<file path="config.mk">
export PLATFORM = sky130hd
export DESIGN_NAME = timer_dev_flat
export DESIGN_NICKNAME = d
export VERILOG_FILES = /design/src/rtl/timer_dev_pkg.sv /design/src/rtl/timer_dev_if.sv /design/src/rtl/timer_dev_fsm.sv /design/src/rtl/timer_dev.sv /design/src/flat_wrapper.sv
export SDC_FILE = /design/constraint.sdc
export NUM_CORES = 1
export LEC_CHECK = 0
export BUFFER_PORTS_ARGS = -buffer_cell sky130_fd_sc_hd__buf_2
export CAP_MARGIN = 20
export CORE_AREA = 5 5 139 141
export CTS_CLUSTER_DIAMETER = 120
export DETAILED_ROUTE_END_ITERATION = 10
export DIE_AREA = 0 0 144 146
export PLACE_DENSITY = 0.42
export SLEW_MARGIN = 20
export SYNTH_ARGS = -nofsm -noshare
export SYNTH_HDL_FRONTEND = slang
export SYNTH_SLANG_ARGS = --single-unit
</file>
<file path="constraint.sdc">
create_clock -name clk -period 6 [get_ports clk]
set_clock_uncertainty 0.1 [all_clocks]
set_input_delay 1.2 -clock clk [delete_from_list [all_inputs] [get_ports clk]]
set_output_delay 1.2 -clock clk [all_outputs]
set_load 0.01 [all_outputs]
</file>
<file path="src/rtl/timer_dev_pkg.sv">
// timer_dev_pkg: shared constants for the bus timer.
//   Register offsets (word index from Addr[3:2]), CTRL bit positions,
//   mode encodings and the 2-bit FSM state encoding.
package timer_dev_pkg;

    localparam logic [1:0] OFF_CTRL   = 2'd0;
    localparam logic [1:0] OFF_PRESET = 2'd1;
    localparam logic [1:0] OFF_COUNT  = 2'd2;

    localparam logic [1:0] MODE_ONESHOT = 2'd0;
    localparam logic [1:0] MODE_RELOAD  = 2'd1;

    localparam int CTRL_EN       = 0;
    localparam int CTRL_MODE_LSB = 1;
    localparam int CTRL_IM       = 3;

    typedef enum logic [1:0] {
        ST_IDLE = 2'd0,
        ST_LOAD = 2'd1,
        ST_CNT  = 2'd2,
        ST_INT  = 2'd3
    } state_t;

endpackage

</file>
<file path="src/rtl/timer_dev_if.sv">
// timer_dev_if: processor-bus connection of the timer.
//   Addr/DIn/Wen : bus address, write data, write enable (from CPU bridge)
//   DOut         : read data back to the CPU (combinational in the device)
//   IRQ          : interrupt line into one HWInt bit
interface timer_dev_if;
    logic [31:0] Addr;
    logic [31:0] DIn;
    logic        Wen;
    logic [31:0] DOut;
    logic        IRQ;

    modport master (output Addr, output DIn, output Wen, input DOut, input IRQ);
    modport slave  (input Addr, input DIn, input Wen, output DOut, output IRQ);
endinterface

</file>
<file path="src/rtl/timer_dev_fsm.sv">
// timer_fsm: counting engine of the timer (state, COUNT, pending bit, IRQ).
//   clk, rst   : clock, synchronous active-low reset
//   en, mode   : current CTRL.En / CTRL.Mode
//   im_next    : CTRL.IM as it will be after this edge (IRQ tracks pend & IM)
//   ctrl_wr    : CTRL is being written this cycle (clears pend)
//   preset     : reload value
//   count      : current COUNT
//   pend, irq  : pending bit and registered interrupt
//   en_clr     : request to drop CTRL.En (one-shot expiry), combinational
module timer_fsm
    import timer_dev_pkg::*;
(
    input  logic        clk,
    input  logic        rst,
    input  logic        en,
    input  logic [1:0]  mode,
    input  logic        im_next,
    input  logic        ctrl_wr,
    input  logic [31:0] preset,
    output logic [31:0] count,
    output logic        pend,
    output logic        irq,
    output logic        en_clr
);

    state_t state;
    logic   reload;
    logic   pend_auto;   // pend was raised by an auto-reload expiry; drop it next edge
    logic   pend_next;

    // Modes 2 and 3 fall back to one-shot.
    always_comb begin
        reload = 1'b0;
        case (mode)
            MODE_RELOAD:  reload = 1'b1;
            MODE_ONESHOT: reload = 1'b0;
            default:      reload = 1'b0;
        endcase
    end

    assign en_clr = (state == ST_INT) && !reload;

    // Expiry set has priority over the CTRL-write clear.
    always_comb begin
        pend_next = pend;
        if (state == ST_INT)
            pend_next = 1'b1;
        else if (ctrl_wr || pend_auto)
            pend_next = 1'b0;
    end

    always_ff @(posedge clk) begin
        if (!rst) begin
            state     <= ST_IDLE;
            count     <= '0;
            pend      <= 1'b0;
            pend_auto <= 1'b0;
            irq       <= 1'b0;
        end else begin
            pend      <= pend_next;
            irq       <= pend_next & im_next;
            pend_auto <= (state == ST_INT) && reload;
            case (state)
                ST_IDLE: if (en) state <= ST_LOAD;
                ST_LOAD: begin
                    count <= preset;
                    state <= ST_CNT;
                end
                ST_CNT: begin
                    if (!en)
                        state <= ST_IDLE;
                    else if (count > 32'd1)
                        count <= count - 32'd1;
                    else begin
                        // PRESET of 0 lands here too, so it behaves as 1.
                        count <= '0;
                        state <= ST_INT;
                    end
                end
                ST_INT:  state <= reload ? ST_LOAD : ST_IDLE;
                default: state <= ST_IDLE;
            endcase
        end
    end

endmodule

</file>
<file path="src/rtl/timer_dev.sv">
// timer_dev: programmable down-counting timer on the processor bus.
//   clk, rst : clock, synchronous active-low reset
//   bus      : timer_dev_if.slave (Addr, DIn, Wen in; DOut, IRQ out)
//   Map (Addr[3:2]): 0 CTRL {IM, Mode[1:0], En}, 1 PRESET, 2 COUNT (RO), 3 reserved.
//   CTRL reads back as {27'b0, pend, CTRL}.
module timer_dev
    import timer_dev_pkg::*;
#(
    parameter logic [31:0] BASE_ADDR = 32'h0000_7F00
) (
    input  logic        clk,
    input  logic        rst,
    timer_dev_if.slave  bus
);

    logic        hit;
    logic [1:0]  off;
    logic        ctrl_wr;
    logic        preset_wr;
    logic [3:0]  ctrl, ctrl_next;
    logic [31:0] preset;
    logic [31:0] count;
    logic        pend;
    logic        en_clr;
    logic        unused_addr;

    assign hit         = (bus.Addr[31:4] == BASE_ADDR[31:4]);
    assign off         = bus.Addr[3:2];
    assign unused_addr = ^bus.Addr[1:0];
    assign ctrl_wr     = bus.Wen && hit && (off == OFF_CTRL);
    assign preset_wr   = bus.Wen && hit && (off == OFF_PRESET);

    // A CTRL write in the expiry cycle wins over the one-shot En clear.
    always_comb begin
        ctrl_next = ctrl;
        if (ctrl_wr)
            ctrl_next = bus.DIn[3:0];
        else if (en_clr)
            ctrl_next[CTRL_EN] = 1'b0;
    end

    always_ff @(posedge clk) begin
        if (!rst) begin
            ctrl   <= '0;
            preset <= '0;
        end else begin
            ctrl <= ctrl_next;
            if (preset_wr)
                preset <= bus.DIn;
        end
    end

    timer_fsm u_fsm (
        .clk     (clk),
        .rst     (rst),
        .en      (ctrl[CTRL_EN]),
        .mode    (ctrl[CTRL_MODE_LSB +: 2]),
        .im_next (ctrl_next[CTRL_IM]),
        .ctrl_wr (ctrl_wr),
        .preset  (preset),
        .count   (count),
        .pend    (pend),
        .irq     (bus.IRQ),
        .en_clr  (en_clr)
    );

    always_comb begin
        bus.DOut = '0;
        if (hit) begin
            case (off)
                OFF_CTRL:   bus.DOut = {27'b0, pend, ctrl};
                OFF_PRESET: bus.DOut = preset;
                OFF_COUNT:  bus.DOut = count;
                default:    bus.DOut = '0;
            endcase
        end
    end

endmodule

</file>
<file path="src/flat_wrapper.sv">
// flat-port wrapper written by rule: the top's interface ports become plain ports
module timer_dev_flat import timer_dev_pkg::*;
#(
    parameter logic [31:0] BASE_ADDR = 32'h0000_7F00
)
  (clk, rst, bus_Addr, bus_DIn, bus_Wen, bus_DOut, bus_IRQ);
  timer_dev_if bus_i ();
  input  logic clk;
  input  logic rst;
  input wire logic [$bits(bus_i.Addr)-1:0] bus_Addr;
  input wire logic [$bits(bus_i.DIn)-1:0] bus_DIn;
  input wire logic [$bits(bus_i.Wen)-1:0] bus_Wen;
  output wire logic [$bits(bus_i.DOut)-1:0] bus_DOut;
  output wire logic [$bits(bus_i.IRQ)-1:0] bus_IRQ;
  assign bus_i.Addr = bus_Addr;
  assign bus_i.DIn = bus_DIn;
  assign bus_i.Wen = bus_Wen;
  assign bus_DOut = bus_i.DOut;
  assign bus_IRQ = bus_i.IRQ;
  timer_dev #(.BASE_ADDR(BASE_ADDR)) u_core (.clk(clk), .rst(rst), .bus(bus_i));
endmodule
</file>
Yosys cells after proc, flatten, opt, wreduce, memory -nomap -nowiden:

Index checks and enable logic that the tools add are counted.

* add/sub/neg operators: 1
* $lt $le $gt $ge: 1
* eq/ne operators: 10
* muxes and demuxes: 16
* bitwise operators: 1
* reduce and logical (&&, ||, !) cells: 13

Operators with widths (number)
* 32-bit 2-to-1 mux: 3
* 32-bit one-hot mux with 3 select lines: 1
* 32-bit one-hot mux with 2 select lines: 1
* 32-bit by 1-bit greater-than comparator with 1-bit output (second input constant): 1
* 32-bit by 1-bit subtractor with 32-bit output (second input constant): 1
* 28-bit by 11-bit equality test with 1-bit output (second input constant): 1
* 2-bit one-hot mux with 4 select lines: 1
* 2-bit by 1-bit equality test with 1-bit output (second input constant): 3
* 2-bit equality test (second input constant): 3
* 1-bit 2-to-1 mux: 6
* 2-bit 2-to-1 mux: 3
* 1-bit logical AND: 5
* 2-bit logical NOT: 2
* 2-bit by 1-bit != test with 1-bit output (second input constant): 2
* 2-bit AND reduction: 2
* 2-bit nonzero test: 2
* 3-bit 2-to-1 mux: 1
* 3-bit != test (second input constant): 1
* 1-bit AND: 1
* 1-bit logical NOT: 1
* 1-bit logical OR: 1

* bits in registers: 73
* input bits: 67
* output and inout port bits: 33
* logic and storage cells: 51

Depth between registers and ports, before layout:

Gate-level depths: netlist of the first run.

* depth in word-level cells: 7
* depth in mapped cells: 9
* depth with buffers taken out: 7

Cells and area by module:

Synthesis of the first run repeated with hierarchy kept, for this count alone.

* cells, all modules: 591
* area total of the unflattened synthesis: 4541.9 µm²

Modules (own cells, without submodules)
* timer_fsm: instances 1, cells an instance 336, area an instance 2494.9 µm², seq. area each 740.7 µm²
* timer_dev: instances 1, cells an instance 255, area an instance 2047.0 µm², seq. area each 720.7 µm²

Least setup slack after synthesis of the first run:

Ideal clock, no wire load.

* kind: in2out
* start: in bus_Addr[17]
* end: out bus_DOut[10]
* data arrival time: 2.472 ns
* required time: 4.700 ns
* path slack: 2.228 ns
* cell stages on the path: 6
* buffers on the path: 2
* path through: nor4b_1 -> nand4_1 -> or2_2 -> clkbuf_1 -> clkbuf_1 -> nor2_1

* longest elaborated chain between the ends: 2

RTL lines
* from (decl): RTL line flat_wrapper.sv:10 `input wire logic [$bits(bus_i.Addr)-1:0] bus_Addr;`
* 28-bit by 11-bit equality test with 1-bit output: RTL line timer_dev.sv:27 `assign hit = (bus.Addr[31:4] == BASE_ADDR[31:4]);`
* 32-bit 2-to-1 mux: RTL line timer_dev.sv:69 `if (hit) begin`
* to (decl): RTL line flat_wrapper.sv:13 `output wire logic [$bits(bus_i.DOut)-1:0] bus_DOut;`

No other way between the ends.

Final worst setup path of the first run:

* start: in bus_Addr[3]
* end: out bus_DOut[16]

* longest elaborated chain between the ends: 3
* elaborated cells between the ends (all ways): 5
* those cells by class: eq/ne: 2; mux: 2; reduce/logical: 1

RTL lines
* 2-bit equality test, or another cell as far along: RTL line timer_dev.sv:70 `case (off)`
* 32-bit one-hot mux with 3 select lines (*): RTL line timer_dev.sv:70
* 32-bit 2-to-1 mux (*): RTL line timer_dev.sv:69

Mark *: on every way between the ends. The rest lies on a longest branch, timed or not.

==> results of run 1 <==
-- cell type report --
| class | count | area [um2] | share of cell area |
|---|---|---|---|
| well taps | 229 | 287 | 0.0549 |
| clock inverters | 1 | 5.00 | 0.000958 |
| flip-flops and latches | 73 | 1460 | 0.280 |
| multi-input cells | 425 | 2660 | 0.509 |
| repair buffers | 103 | 531 | 0.102 |
| inverters | 10 | 37.5 | 0.00719 |
| clock buffers | 12 | 246 | 0.0472 |
-- layout by cell type (no fill, tap or decap), types with 3 or more instances in the layout --
| master | count |
|---|---|
| a21boi_0 | 3 |
| a21oi_1 | 23 |
| a221oi_1 | 3 |
| a22oi_1 | 30 |
| a31oi_1 | 19 |
| a32oi_1 | 6 |
| buf_2 | 97 |
| buf_4 | 6 |
| clkbuf_16 | 9 |
| dfxtp_1 | 73 |
| inv_1 | 9 |
| mux2i_1 | 42 |
| nand2_1 | 29 |
| nand2b_1 | 4 |
| nand3_1 | 21 |
| nand3b_1 | 4 |
| nand4_1 | 7 |
| nor2_1 | 101 |
| nor2b_2 | 4 |
| nor3_1 | 11 |
| nor4_1 | 20 |
| nor4b_1 | 4 |
| o211ai_1 | 8 |
| o21ai_0 | 11 |
| o22ai_1 | 8 |
| or2_2 | 4 |
| or3_1 | 8 |
| or4_1 | 9 |
| or4_4 | 3 |
| xnor2_1 | 3 |
-- routing by layer --
layer / vias up / track usage / share of wire
met5: - / 0 / 0
met4: 0 / 0.0574 / 0.017
met3: 19 / 0.0243 / 0.053
met2: 113 / 0.229 / 0.46
met1: 2115 / 0.197 / 0.47
li1: 2212 / - / -
-- state kept, by name (all words and copies together) (netlist names) --
register                flops
u_core.u_fsm.pend_auto      1
u_core.u_fsm.state          2
u_core.u_fsm.count         32
u_core.u_fsm.pend           1
u_core.preset              32
u_core.u_fsm.irq            1
u_core.ctrl                 4
-- worst register-to-register path, cell delays in order, from the launching register on --
cell and delay, ns:
dfxtp_1 0.41, or4_1 0.72, or3_1 0.44, or4_4 0.73, and4_1 0.26, o31a_1 0.27
-- worst min path at each step --
stage,slack (ns),from,endpoint,cells past startpoint
3_5_place_dp,0.38,u_core.u_fsm.count[27]$_SDFFE_PN0P_,u_core.u_fsm.count[27]$_SDFFE_PN0P_,2
5_1_grt,0.43,u_core.u_fsm.count[25]$_SDFFE_PN0P_,u_core.u_fsm.count[25]$_SDFFE_PN0P_,2
6_report,0.40,u_core.u_fsm.count[30]$_SDFFE_PN0P_,u_core.u_fsm.count[30]$_SDFFE_PN0P_,2
3_3_place_gp,0.38,u_core.u_fsm.count[30]$_SDFFE_PN0P_,u_core.u_fsm.count[30]$_SDFFE_PN0P_,2
4_1_cts,0.39,u_core.u_fsm.count[27]$_SDFFE_PN0P_,u_core.u_fsm.count[27]$_SDFFE_PN0P_,2
2_1_floorplan,0.35,u_core.u_fsm.count[30]$_SDFFE_PN0P_,u_core.u_fsm.count[30]$_SDFFE_PN0P_,2
-- where the power goes --
group	leakage [nW]	switching, mW	internal, mW
sequential	0.588	0.000000000203	0.485
clock	0.124	0.206	0.284
combinational	1.22	0.0259	0.0197
-- per-stage QoR --
step / power [mW] / std cells / util / hold WS (ns) / instance area [um2]
2_1_floorplan: 0.513 / 562 / - / 0.349 / 4390
3_3_place_gp: 0.541 / 840 / 0.278 / 0.376 / 4970
3_5_place_dp: 0.542 / 840 / 0.278 / 0.383 / 4970
4_1_cts: 1.04 / 853 / 0.292 / 0.394 / 5220
5_1_grt: 1.06 / 853 / 0.293 / 0.427 / 5220
6_report: 1.02 / 853 / 0.293 / 0.395 / 5220
-- kinds of logic after synthesis --
kind of cell | Yosys count
simple gates | 247
compound gates | 131
flops | 73
buf+inv | 64
mux | 42
xor+xnor | 3
fa+ha+maj | 2
==> results.yml, run 1 <==
worst_setup_path:
  crit_top_cell: "buf_2"
  worstPathRequired_ns: 4.70
  path_depth: 6
  cpPeakStageDelay_ns: 0.72
  critPathMaxFanout: 17
  crit_slowest_cell: "nor2b_2"
  crit_start: "bus_Addr[3]"
  path_cells: "buf_2 -> nor2b_2 -> buf_4 -> a22oi_1 -> nor2_1 -> buf_2"
  critical_path.endpoint: "bus_DOut[16]"
  r2r-start: "u_core.u_fsm.count[4]$_SDFFE_PN0P_"
  reg2reg_slack_ns: 2.96
  setup.worst_path.class: "input port to output port"
  start_kind: "input port"
  cp-end-kind: "output port"
  r2r-end: "u_core.u_fsm.count[24]$_SDFFE_PN0P_"
  arrival_ns: 2.90
  path_buf_inv: 3
  critPathTopFamily: "simple AND/OR/NAND/NOR gates"
  r2r_cells: 5
synthesis:
  synthArstFlopShare: 0
  synthSimpleGateAreaFrac: 0.287
  synth_top_family_by_area: "simple AND/OR/NAND/NOR gates"
  yosysTopAreaCell: "dfxtp_1"
  post_synth_mux_area_share: 0.0958
  syn_inst: 562
  ys_ff_latch: 73
  synthFlopType: "dfxtp_1"
  yosys.area_share.xor_xnor: 0.00599
  yosys_warnings: 0
  synth_common_cells: "101 x nor2_1, 73 x dfxtp_1, 42 x mux2i_1, 41 x clkbuf_1, 30 x a22oi_1"
  synth-compound-area-share: 0.204
  synthAdderAreaFrac: 0.00570
  syn_area_um2: 4390
  synth_area_leaders: "dfxtp_1 33%, mux2i_1 9.6%, nor2_1 8.6%"
  yosysSeqAreaShare: 0.333
  synth_most_common_cell: "nor2_1"
  synth_top_area_frac: 0.333
  ys_types: 56
  synth_area_per_cell_um2: 7.81
  syn_nets: 631
  synth_edf_count: 0
die:
  initial_core_util: 0.246
  die-area_um2: 21000
  io_pins: 100
  die_y_um: 146
  placementRows: 49
  core_area_um2: 17800
  chipWidth_um: 144
global_route:
  grt.overflow.total: 0
  grt_pass1_vias: 4510
  grt_pass1_wl_mm: 24.3
  antenna_found_initial: 0
  grt_use_total: 0.145
  grt_max_degree: 47
power:
  ir_drop_uv: 115
  p_leak_nw: 1.93
  powerDensity_nw_per_um2: 195
cells_and_area:
  num-fill-cells: 1951
  area_delta_synth_final_pct: 19.0
  nets: 691
  drive_gt1_frac: 0.212
  antenna_cells: 0
clocking:
  clock_latency_ns: 0.35
  cts_max_level: 3
  ctsResizeCount: 0
  cts.clk_slew.worst_paths_ns: 0.06
  numCtsBuffers: 9
  ctsRootBufferMaster: "clkbuf_16"
  hold_buffers: 0
  cts_setup_buffers: 0
  cts_sinks: 73
  cts_tree: "built"
  max-clock-path-buffers: 2
detailed_routing:
  firstDrtPassIters: 4
  final_antenna_net_count: 0
  wl_per_cell_um: 17.9
  vias: 4459
  viasPerCell: 5.23
  wl_mm: 15.3
  drt_iter0_drc: 329
  route.detailed.drc: 0
placed_design:
  gp_congestion: 0.852
  io_buffers: 97
  place_hpwl_mm: 10.5
  pre_cts_ws_ns: 1.78
timing:
  fin_tns_setup_ns: 0
  timing.final.ws_setup_ns: 1.80
  worst_pin_slew_ns: 0.910
  final.period_utilization: 0.700
  timing.final.crit_period_ns: 4.20
  fmax_mhz: 238
  hold_viol: 0
  setup_violations: 0
  drv_slew: 0
  rsz0062_at_grt: "false"
  relSlewSlack: 0.391
status:
  status: "finished, final reports clean"
job:
  drv_cap: 0
hold_path:
  min_path_type: "register to register"
Power figures use the tool's default switching activity.
==> run 2: changes to the inputs <==
Settings changed: PLACE_DENSITY 0.42 to 0.43.
Clock period 6 ns to 3.8 ns, I/O delays scaled along.
==> run 2 against run 1 <==
First-iteration DRC count fell by 8.8%. Setup slack got worse by 1.3 ns. Sequential share of layout area fell by 0.66 points. Critical path type unchanged. Largest power group unchanged. Highest routed layer unchanged.
==> results.yml, run 2 (synthesis gave the netlist of run 1 again) <==
timing:
  rsz0062_at_grt: "false"
  fmax_mhz: 304
  timing.final.crit_period_ns: 3.29
  whs_ns: 0.383
  fin_tns_setup_ns: 0
  relSlewSlack: 0.447
  drv_slew: 0
  worst_pin_slew_ns: 0.828
  final.period_utilization: 0.866
  setup_violations: 0
  hold_viol: 0
  timing.final.ws_setup_ns: 0.510
clocking:
  cts_setup_buffers: 0
  ctsResizeCount: 0
  max-clock-path-buffers: 2
  cts.clk_slew.worst_paths_ns: 0.06
  clock_latency_ns: 0.34
  cts_sinks: 73
  hold_buffers: 0
  cts_max_level: 3
  cts_tree: "built"
  ctsRootBufferMaster: "clkbuf_16"
  numCtsBuffers: 9
power:
  swShare: 0.208
  p_clk_frac: 0.533
  intPower_mw: 1.42
  powerDensity_nw_per_um2: 336
  post-layout-total-power_mw: 1.80
  pwr-share-seq: 0.426
  ir_drop_uv: 182
  p_comb_frac: 0.041
  p_leak_nw: 1.99
  switchingPower_uw: 374
worst_setup_path:
  worstPathRequired_ns: 2.94
  cp-end-kind: "output port"
  critPathMaxFanout: 32
  r2r_cells: 5
  arrival_ns: 2.43
  start_kind: "input port"
  setup.worst_path.class: "input port to output port"
status:
  status: "finished, final reports clean"
global_route:
  grt_pass1_wl_mm: 24.8
  grt.overflow.total: 0
  grt_max_degree: 61
  grt_pass1_vias: 4640
  antenna_found_initial: 0
  grt_use_total: 0.146
die:
  core_area_um2: 17800
  die_y_um: 146
  initial_core_util: 0.246
  io_pins: 100
  placementRows: 49
  die-area_um2: 21000
  chipWidth_um: 144
placed_design:
  pre_cts_ws_ns: 0.473
  io_buffers: 97
  place_hpwl_mm: 10.4
  dp_cells: 844
  gp_congestion: 0.862
cells_and_area:
  drive_gt1_frac: 0.216
  nets: 695
  final_common_cell: "nor2_1"
  fin_cells: 859
  top_regs: "u_core.preset x32, u_core.u_fsm.count x32, u_core.ctrl x4"
  antenna_cells: 0
  final_cell_mix: "101 x nor2_1, 97 x buf_2, 73 x dfxtp_1, 42 x mux2i_1, 30 x a22oi_1"
  area_delta_synth_final_pct: 21.9
detailed_routing:
  drt_iter0_drc: 300
  final_antenna_net_count: 0
  viasPerCell: 5.22
  firstDrtPassIters: 6
  vias: 4486
  wl_mm: 15.3
  wl_per_cell_um: 17.8
  route.detailed.drc: 0
hold_path:
  hold_path_depth: 2
  min_path_type: "register to register"
job:
  drv_cap: 0
-- run 2: changes by cell type in the layout (fill, tap and decap cells not counted), moves of 2 or more --
cell / previous run / this run
buf_12: 0 / 2
nor2b_1: 0 / 2
clkbuf_8: 1 / 3
buf_4: 6 / 8
bufinv_16: 0 / 2
nor2b_2: 4 / 2
-- run 2: area by class of cell --
| class | instances | area (um2) |
|---|---|---|
| fillers | 1931 | 12500 |
| multi-input cells | 425 | 2650 |
| flip-flops and latches | 73 | 1460 |
| repair buffers | 107 | 586 |
| well taps | 229 | 287 |
| clock buffers | 13 | 270 |
| clock inverters | 2 | 60.1 |
| inverters | 10 | 37.5 |
-- run 2: critical path, cell delays in order --
cell and delay, ns:
buf_2 0.10, nor4b_1 0.32, nand4_1 0.23, or2_2 0.61, nor2_1 0.25, buf_2 0.16
-- run 2: worst paths after layout --
kind	from	to	slack [ns]
worst min-delay path	u_core.u_fsm.count[30]$_SDFFE_PN0P_	u_core.u_fsm.count[30]$_SDFFE_PN0P_	0.38
worst min register to register	u_core.u_fsm.count[30]$_SDFFE_PN0P_	u_core.u_fsm.count[30]$_SDFFE_PN0P_	0.38
worst max-delay path	bus_Addr[17]	bus_DOut[31]	0.51
worst max register to register	u_core.u_fsm.count[4]$_SDFFE_PN0P_	u_core.u_fsm.count[24]$_SDFFE_PN0P_	0.74
-- run 2: per-layer routing --
metal / track usage / share of wire / up-vias
li1: - / - / 2217
met1: 0.200 / 0.47 / 2100
met2: 0.229 / 0.44 / 146
met3: 0.0306 / 0.064 / 23
met4: 0.0443 / 0.017 / 0
met5: 0 / 0 / -
-- run 2: power groups by stage --
stage	clock network [mW]	registers (mW)	logic, mW
final	0.958	0.765	0.0740
after global routing	1.02	0.765	0.0821
after CTS	0.990	0.765	0.0760
after detailed placement	0	0.782	0.0756
after global placement	0	0.782	0.0748
after floorplan	0	0.782	0.0273
-- run 2: per-stage QoR --
step,cell area (um2),utilization
floorplan,4390,-
global placement,5010,0.281
detailed placement,5020,0.281
CTS,5350,0.300
global route,5350,0.300
finish,5350,0.300
==> run 3: changes to the inputs <==
Settings changed: CORE_AREA 5 5 139 141 to 5 5 101 103, DIE_AREA 0 0 144 146 to 0 0 106 108, PLACE_DENSITY 0.43 to 0.74.
==> run 3 against run 2 <==
Cell count down 14%. Critical path depth unchanged. Register-to-register slack better by 0.07 ns. Power down 16%. Sequential share of layout area up 1.5 points. Clock power down 29%. Largest power group is now sequential cells.
==> results.yml, run 3 (synthesis gave the netlist of run 1 again) <==
status:
  status: "finished, final reports clean"
cells_and_area:
  fin_util: 0.556
  final_cell_mix: "101 x nor2_1, 97 x buf_2, 73 x dfxtp_1, 42 x mux2i_1, 30 x a22oi_1"
  nets: 696
  antenna_cells: 0
  final_common_cell: "nor2_1"
  area_delta_synth_final_pct: 15.5
  num-fill-cells: 871
  drive_gt1_frac: 0.217
  top_regs: "u_core.preset x32, u_core.u_fsm.count x32, u_core.ctrl x4"
power:
  p_leak_nw: 1.94
  pwr-share-seq: 0.503
  p_comb_frac: 0.046
  p_clk_frac: 0.450
  swShare: 0.221
  intPower_mw: 1.18
  ir_drop_uv: 189
  powerDensity_nw_per_um2: 299
  switchingPower_uw: 335
clocking:
  numCtsBuffers: 9
  cts_sinks: 73
  hold_buffers: 0
  cts_tree: "built"
  ctsRootBufferMaster: "clkbuf_8"
  max-clock-path-buffers: 2
  ctsResizeCount: 0
  cts.clk_slew.worst_paths_ns: 0.08
  cts_max_level: 3
  clock_latency_ns: 0.34
  cts_setup_buffers: 0
die:
  core_area_um2: 9110
  placementRows: 35
  io_pins: 100
  die-area_um2: 11400
  die_y_um: 108
  initial_core_util: 0.482
  chipWidth_um: 106
global_route:
  grt.overflow.total: 0
  grt_use_total: 0.221
  grt_pass1_wl_mm: 20.9
  grt_pass1_vias: 4354
  grt_max_degree: 49
  antenna_found_initial: 0
worst_setup_path:
  start_kind: "input port"
  critPathMaxFanout: 32
  worstPathRequired_ns: 2.94
  arrival_ns: 2.39
  setup.worst_path.class: "input port to output port"
  cp-end-kind: "output port"
detailed_routing:
  drt_iter0_drc: 279
  wl_per_cell_um: 17.5
  wl_mm: 13.0
  final_antenna_net_count: 0
  firstDrtPassIters: 5
  route.detailed.drc: 0
  viasPerCell: 6.16
  vias: 4576
timing:
  fmax_mhz: 307
  setup_violations: 0
  rsz0062_at_grt: "false"
  timing.final.crit_period_ns: 3.25
  hold_viol: 0
  relSlewSlack: 0.231
  final.period_utilization: 0.856
  fin_tns_setup_ns: 0
  drv_slew: 0
  worst_pin_slew_ns: 1.14
placed_design:
  place_hpwl_mm: 8.99
  io_buffers: 97
  gp_congestion: 0.889
hold_path:
  min_path_type: "register to register"
job:
  drv_cap: 0
-- run 3: changes by cell type in the layout (fill, tap and decap cells not counted), sizes merged --
cell,before,now
clkinv,1,4
clkbuf,13,11
buf,107,108
-- run 3: layout make-up --
cell class,count,area (um2),share of cell area
clock inverters,5,78.8,0.0156
clock buffers,11,141,0.0279
inverters,10,37.5,0.00741
repair buffers,108,568,0.112
flip-flops and latches,73,1460,0.288
well taps,111,139,0.0274
multi-input cells,425,2640,0.521
-- run 3: final timing paths --
kind                                                     startpoint                             endpoint  slack (ns)  cells after the start
worst max-delay path                                   bus_Addr[21]                         bus_DOut[23]        0.55                      6
worst min-delay path            u_core.u_fsm.count[30]$_SDFFE_PN0P_  u_core.u_fsm.count[30]$_SDFFE_PN0P_        0.40                      2
worst max register to register  u_core.u_fsm.count[24]$_SDFFE_PN0P_  u_core.u_fsm.count[24]$_SDFFE_PN0P_        0.81                      5
worst min register to register  u_core.u_fsm.count[30]$_SDFFE_PN0P_  u_core.u_fsm.count[30]$_SDFFE_PN0P_        0.40                      2
-- run 3: stage by stage --
step | total power [mW] | cell area [um2] | hold slack [ns] | setup WS, ns | instances
6_report | 1.52 | 5070 | 0.399 | 0.547 | 743
5_1_grt | 1.57 | 5070 | 0.418 | 0.371 | 743
4_1_cts | 1.53 | 5070 | 0.396 | 0.517 | 743
3_5_place_dp | 0.852 | 4850 | 0.384 | 0.538 | 727
3_3_place_gp | 0.851 | 4850 | 0.368 | 0.589 | 727
2_1_floorplan | 0.809 | 4390 | 0.349 | 0.908 | 562
-- run 3: power by group through the flow --
stage	combinational [mW]	sequential [mW]	clock, mW
after floorplan	0.0273	0.782	0
after global placement	0.0685	0.782	0
after detailed placement	0.0703	0.782	0
after CTS	0.0706	0.764	0.694
after global routing	0.0761	0.764	0.733
final	0.0701	0.764	0.684
-- run 3: metal layers --
layer | global-route usage | share of wire | up-vias
li1 | - | - | 2215
met1 | 0.283 | 0.44 | 2152
met2 | 0.372 | 0.47 | 189
met3 | 0.0472 | 0.078 | 20
met4 | 0.0759 | 0.013 | 0
met5 | 0 | 0 | -
-- run 3: worst max-delay path, stage by stage --
cell and delay (ns):
buf_2 0.10, nor4b_1 0.32, nand4_1 0.24, or2_2 0.62, nor2_1 0.20, buf_2 0.15
